===== src/rtl/io_stall_ctrl_pkg.sv =====
// Shared encodings for the IO stall controller: read FSM states, stall levels, bus width.
// No logic; constants and one pure helper only.
// Not applicable.
package io_stall_ctrl_pkg;

  localparam int REG_BUS_W = 32;

  localparam logic [1:0] IO_IDLE       = 2'd0;
  localparam logic [1:0] IO_WAIT_PRESS = 2'd1;
  localparam logic [1:0] IO_DONE       = 2'd2;
  localparam logic [1:0] IO_WAIT_REL   = 2'd3;

  localparam logic STOP    = 1'b1;
  localparam logic NO_STOP = 1'b0;

  typedef logic [1:0] io_state_t;

  // IDLE and WAIT_REL both pass the request straight through: a fresh read
  // stalls at once, and in WAIT_REL it is parked until the key is released.
  function automatic logic state_stalls(input io_state_t st, input logic io_re);
    logic stall;
    stall = NO_STOP;
    case (st)
      IO_IDLE:       stall = io_re ? STOP : NO_STOP;
      IO_WAIT_PRESS: stall = STOP;
      IO_DONE:       stall = NO_STOP;
      IO_WAIT_REL:   stall = io_re ? STOP : NO_STOP;
      default:       stall = NO_STOP;
    endcase
    return stall;
  endfunction

endpackage


===== src/rtl/io_stall_ctrl_debounce.sv =====
// Key debouncer: 2-flop synchroniser, stability counter, rising-edge press pulse.
// Latency: press_o rises 2 + DB_CYCLES cycles after a clean key edge.
// No flow control; the key is sampled every cycle.
module io_debounce
  import io_stall_ctrl_pkg::*;
#(
  parameter int DB_CYCLES = 16,
  parameter int DB_CNT_W  = 5
) (
  input  logic clk,
  input  logic rst,
  input  logic key_i,
  output logic key_stable_o,
  output logic press_o
);

  logic                key_meta;
  logic                key_sync;
  logic                key_stable;
  logic                key_stable_d;
  logic [DB_CNT_W-1:0] db_cnt;

  localparam logic [DB_CNT_W-1:0] DB_LAST = DB_CNT_W'(DB_CYCLES - 1);

  always_ff @(posedge clk or posedge rst) begin
    if (rst) begin
      key_meta <= 1'b0;
      key_sync <= 1'b0;
    end else begin
      key_meta <= key_i;
      key_sync <= key_meta;
    end
  end

  // Any sample agreeing with the accepted level restarts the count, so
  // only an unbroken run of DB_CYCLES differing samples flips key_stable.
  always_ff @(posedge clk or posedge rst) begin
    if (rst) begin
      db_cnt     <= '0;
      key_stable <= 1'b0;
    end else if (key_sync != key_stable) begin
      if (db_cnt == DB_LAST) begin
        db_cnt     <= '0;
        key_stable <= ~key_stable;
      end else begin
        db_cnt <= db_cnt + 1'b1;
      end
    end else begin
      db_cnt <= '0;
    end
  end

  always_ff @(posedge clk or posedge rst) begin
    if (rst) begin
      key_stable_d <= 1'b0;
    end else begin
      key_stable_d <= key_stable;
    end
  end

  assign key_stable_o = key_stable;
  assign press_o      = key_stable & ~key_stable_d;

endmodule


===== src/rtl/io_stall_ctrl.sv =====
// CPU IO port controller: reads stall until ENTER is pressed, writes latch onto the display.
// Latency: read completes 1 cycle after the debounced press; write visible next cycle.
// Stalls the pipeline combinationally on reads; writes never stall.
module io_stall_ctrl
  import io_stall_ctrl_pkg::*;
#(
  parameter int DW        = REG_BUS_W,
  parameter int DB_CYCLES = 16,
  parameter int DB_CNT_W  = 5
) (
  input  logic          clk,
  input  logic          rst,
  input  logic          io_re_i,
  input  logic          io_we_i,
  input  logic [DW-1:0] io_wdata_i,
  output logic [DW-1:0] io_rdata_o,
  output logic          stall_req_o,
  input  logic          enter_i,
  input  logic [DW-1:0] data_show_i,
  output logic [DW-1:0] data_show_o,
  output logic          out_o
);

  io_state_t state;
  io_state_t state_nxt;
  logic      key_stable;
  logic      press;
  logic      read_hit;
  logic      press_ack;

  io_debounce #(
    .DB_CYCLES (DB_CYCLES),
    .DB_CNT_W  (DB_CNT_W)
  ) u_debounce (
    .clk          (clk),
    .rst          (rst),
    .key_i        (enter_i),
    .key_stable_o (key_stable),
    .press_o      (press)
  );

  assign read_hit  = (state == IO_WAIT_PRESS) && press;
  assign press_ack = press && ((state == IO_WAIT_PRESS) || (state == IO_IDLE));

  always_comb begin
    state_nxt = state;
    case (state)
      IO_IDLE:       if (io_re_i) state_nxt = IO_WAIT_PRESS;
      IO_WAIT_PRESS: if (press) state_nxt = IO_DONE;
      IO_DONE:       state_nxt = IO_WAIT_REL;
      // Waiting for release stops a still-held key from satisfying the next read.
      IO_WAIT_REL:   if (!key_stable) state_nxt = io_re_i ? IO_WAIT_PRESS : IO_IDLE;
      default:       state_nxt = IO_IDLE;
    endcase
  end

  always_ff @(posedge clk or posedge rst) begin
    if (rst) begin
      state       <= IO_IDLE;
      io_rdata_o  <= '0;
      data_show_o <= '0;
      out_o       <= 1'b0;
    end else begin
      state <= state_nxt;
      if (read_hit) begin
        io_rdata_o <= data_show_i;
      end
      if (io_we_i) begin
        data_show_o <= io_wdata_i;
      end
      // A new write outranks an acknowledge landing in the same cycle.
      if (io_we_i) begin
        out_o <= 1'b1;
      end else if (press_ack) begin
        out_o <= 1'b0;
      end
    end
  end

  // Reset gates the stall directly so a held io_re_i cannot keep the CPU stalled.
  assign stall_req_o = rst ? NO_STOP : state_stalls(state, io_re_i);

endmodule


===== config.mk =====
export PLATFORM = sky130hd
export DESIGN_NAME = io_stall_ctrl
export DESIGN_NICKNAME = d
export VERILOG_FILES = /design/src/rtl/io_stall_ctrl_pkg.sv /design/src/rtl/io_stall_ctrl_debounce.sv /design/src/rtl/io_stall_ctrl.sv
export SDC_FILE = /design/constraint.sdc
export NUM_CORES = 1
export LEC_CHECK = 0
export CORE_ASPECT_RATIO = 2
export CORE_MARGIN = 3
export CORE_UTILIZATION = 40
export DETAILED_ROUTE_END_ITERATION = 8
export DONT_BUFFER_PORTS = 1
export SLEW_MARGIN = 20
export SYNTH_ARGS = -nofsm -noshare
export SYNTH_HDL_FRONTEND = slang
export SYNTH_SLANG_ARGS = --single-unit
export TNS_END_PERCENT = 30

===== constraint.sdc =====
create_clock -name clk -period 3.21 [get_ports clk]
set_clock_uncertainty 0.2 [all_clocks]
set_input_delay 0.8025 -clock clk [delete_from_list [all_inputs] [get_ports clk]]
set_output_delay 0.8025 -clock clk [all_outputs]
set_load 0.02 [all_outputs]

==> impl_metrics.csv <==
group,metric,value,unit
status,status,"finished, final reports clean",
critical_path,path_depth,4,
flow_run,cap_violations,0,
power,total_leakage_power,0.00163,uW
power,total_power,2380,uW
grt,overflow,0,
logic_synthesis,yosys.area.top_type,"dfrtp_1",
critical_path,r2r-end,"io_rdata_o[26]$_DFFE_PP0P_",
grt,use_met1,12.3,%
timing,fin_crit_sh,81.0,%
placed_design,gp_congestion,0.714,
routing,wl_per_cell,20.5,um
critical_path,endpoint,"stall_req_o",
critical_path,r2r_start,"state[1]$_DFFE_PP0P_",
clock_tree,cts_tree,"built",
clock_tree,holdBufCountCts,0,
timing,drv_slew,0,
critical_path,cp.arrival,1.60,ns
clock_tree,clkTransAtPathRegs,0.05,ns
routing,drt-total-wl,5.86,mm
grt,first_global_vias,1649,
placed_design,portBuffers,0,
layout,area.growth.synth_to_final,12.2,%
clock_tree,cts-root-buf,"clkbuf_16",
clock_tree,cts_buffer_depth,2,
logic_synthesis,ys_ff_latch,76,
timing,hold_viol,0,
grt,antenna_found_initial,0,
timing,setup_viol,0,
die,io_pins,135,
layout,antenna_cells,0,
placed_design,dp.final_hpwl,4.57,mm
critical_path,regToRegSetupSlack,0.91,ns
routing,vias_per_cell,5.28,
critical_path,path_cells,"inv_1 -> ha_1 -> mux2i_1 -> nor2_1",
die,die_y,130,um
logic_synthesis,synth.top_cell.area_share,61.9,%
clock_tree,insertion_delay,0.32,ns
critical_path,path_delay_family,"flip-flops",
critical_path,cpPeakStageDelay,0.40,ns
critical_path,crit_path_start,"state[0]$_DFFE_PP0P_",
hold_path,worstHoldPathType,"flop to flop",
logic_synthesis,yosys.cell_types.count,24,
critical_path,critPathRequiredTime,2.21,ns
logic_synthesis,synth_nets,260,
grt,grt_use_total,13.4,%
die,rows,44,
logic_synthesis,ys_top_cells_by_area,"dfrtp_1 62%, mux2_4 15%, mux2_1 13%",
hold_path,whs_path_depth,0,
clock_tree,numCtsBuffers,9,
die,die-area,8830,um^2
power,ir_drop,358,uV
logic_synthesis,yosys_warnings,0,
grt,grt_pass1_wl,8.52,mm
timing,fmaxAchievable,0.385,GHz
critical_path,critPathMaxFanout,4,
grt,grt-busiest-layer,"met2",
grt,met3_usage,4.74,%
routing,drt_iter0_drc,31,
logic_synthesis,synth_cells,185,
clock_tree,htreeDepth,3,
timing,tns,0,ns
critical_path,reg2regPathDepth,4,
routing,drtPass1Iterations,4,
clock_tree,cts_sinks,76,
timing,period_minus_slack,2.60,ns
logic_synthesis,syn_avg_cell_area,16.6,um^2
routing,vias,1511,
clock_tree,cts_setup_buffers,0,
power,power_density,692,nW/um^2
critical_path,path_buf_inv,1,
layout,nets,265,
timing,worst_pin_slew,1.06,ns
die,initial_core_util,41.6,%
critical_path,critPathLaunchType,"flop",
timing,max-slew-margin-rel,28.8,%
logic_synthesis,ys_seq_area_share,61.9,%
die,die_width,68.0,um
critical_path,path_class,"flop to primary output",
timing,rsz0062_at_grt,"no",
die,core_area,7380,um^2
routing,drc,0,
routing,postRouteAntennaNets,0,
critical_path,slowest_stage,"dfrtp_1",
layout,drive_above_1_share,24.7,%
clock_tree,post_cts_resized,0,
logic_synthesis,syn_area,3070,um^2
critical_path,critPathCaptureType,"primary output",
grt,grtUsageMet2,23.9,%
grt,grt_max_degree,47,
## cell families (layout without fill, tap and decap cells)
kind of cell,count (synthesis),after routing,synth area share [%]
simple gates,15,15,2.61
xor+xnor,3,3,0.856
buf+inv,11,20,2.20
mux,67,67,28.2
compound gates,7,7,1.79
fa+ha+maj,6,6,2.44
flops,76,76,61.9
## stage by stage
step	cells	cell area [um^2]	util, %	worst slack [ns]	hold WS, ns
4_1_cts	286	3450	46.7	0.587	0.152
3_3_place_gp	271	3150	42.8	1.01	0.139
6_report	286	3450	46.7	0.610	0.149
5_1_grt	286	3450	46.7	0.527	0.159
2_1_floorplan	185	3070	-	0.269	0.131
3_5_place_dp	271	3150	42.8	0.876	0.139
## registers in the layout (all words and copies together), names as in the netlist
name,count
u_debounce.key_stable_d,1
u_debounce.key_meta,1
data_show_o,32
u_debounce.key_sync,1
u_debounce.key_stable_o,1
u_debounce.db_cnt,5
state,2
io_rdata_o,32
out_o,1
## routing by layer
layer	part of all wire, %	up-vias
li1	-	647
met1	33	770
met2	56	80
met3	7.7	14
met4	2.7	0
met5	0	-
## where the power goes
group / leakage (uW) / total (uW) / switching, uW / internal, uW
clock network: 0.000146 / 955 / 338 / 618
logic: 0.000588 / 247 / 120 / 127
registers: 0.000897 / 1180 / 142 / 1040
## cell type report
type / instances / area (um^2)
fill: 659 / 3930
timing repair buffer: 1 / 20.0
tap: 92 / 115
multi-input combinational: 98 / 1100
clock inverter: 4 / 48.8
clock buffer: 11 / 243
inverter: 4 / 15.0
sequential: 76 / 1900
## placed cells by master, fill, tap and decap left out, types with 2 or more instances in the layout
cell type | Yosys | routed
and2_1 | 3 | 3
clkbuf_16 | 0 | 9
clkinv_2 | 0 | 2
dfrtp_1 | 76 | 76
ha_1 | 6 | 6
inv_1 | 4 | 3
mux2_1 | 36 | 36
mux2_4 | 30 | 30
nand3_1 | 2 | 2
nor2_1 | 5 | 5
o21ai_1 | 2 | 2
xor2_1 | 3 | 3
## cell usage after synthesis
| cell type | instances |
|---|---|
| and3_1 | 1 |
| mux2_1 | 36 |
| and2_1 | 3 |
| a2bb2oi_1 | 1 |
| buf_6 | 3 |
| mux2i_1 | 1 |
| buf_2 | 3 |
| clkbuf_1 | 1 |
| o21ai_1 | 2 |
| xor2_1 | 3 |
| dfrtp_1 | 76 |
| a211oi_2 | 1 |
| nand3_1 | 2 |
| a21o_1 | 1 |
| mux2_4 | 30 |
| inv_1 | 4 |
| nor2b_1 | 1 |
| nand2_2 | 1 |
| nor2_1 | 5 |
| ha_1 | 6 |
| nand2b_1 | 1 |
| and2b_1 | 1 |
| a211oi_1 | 1 |
| a2111oi_0 | 1 |
## worst min path at each step
stage,from,endpoint,slack (ns)
CTS,u_debounce.key_meta$_DFF_PP0_,u_debounce.key_sync$_DFF_PP0_,0.15
detailed placement,u_debounce.key_meta$_DFF_PP0_,u_debounce.key_sync$_DFF_PP0_,0.14
global route,u_debounce.key_meta$_DFF_PP0_,u_debounce.key_sync$_DFF_PP0_,0.16
global placement,u_debounce.key_meta$_DFF_PP0_,u_debounce.key_sync$_DFF_PP0_,0.14
finish,u_debounce.key_meta$_DFF_PP0_,u_debounce.key_sync$_DFF_PP0_,0.15
floorplan,u_debounce.key_meta$_DFF_PP0_,u_debounce.key_sync$_DFF_PP0_,0.13
Note: power is estimated with default switching activity, not from simulation.
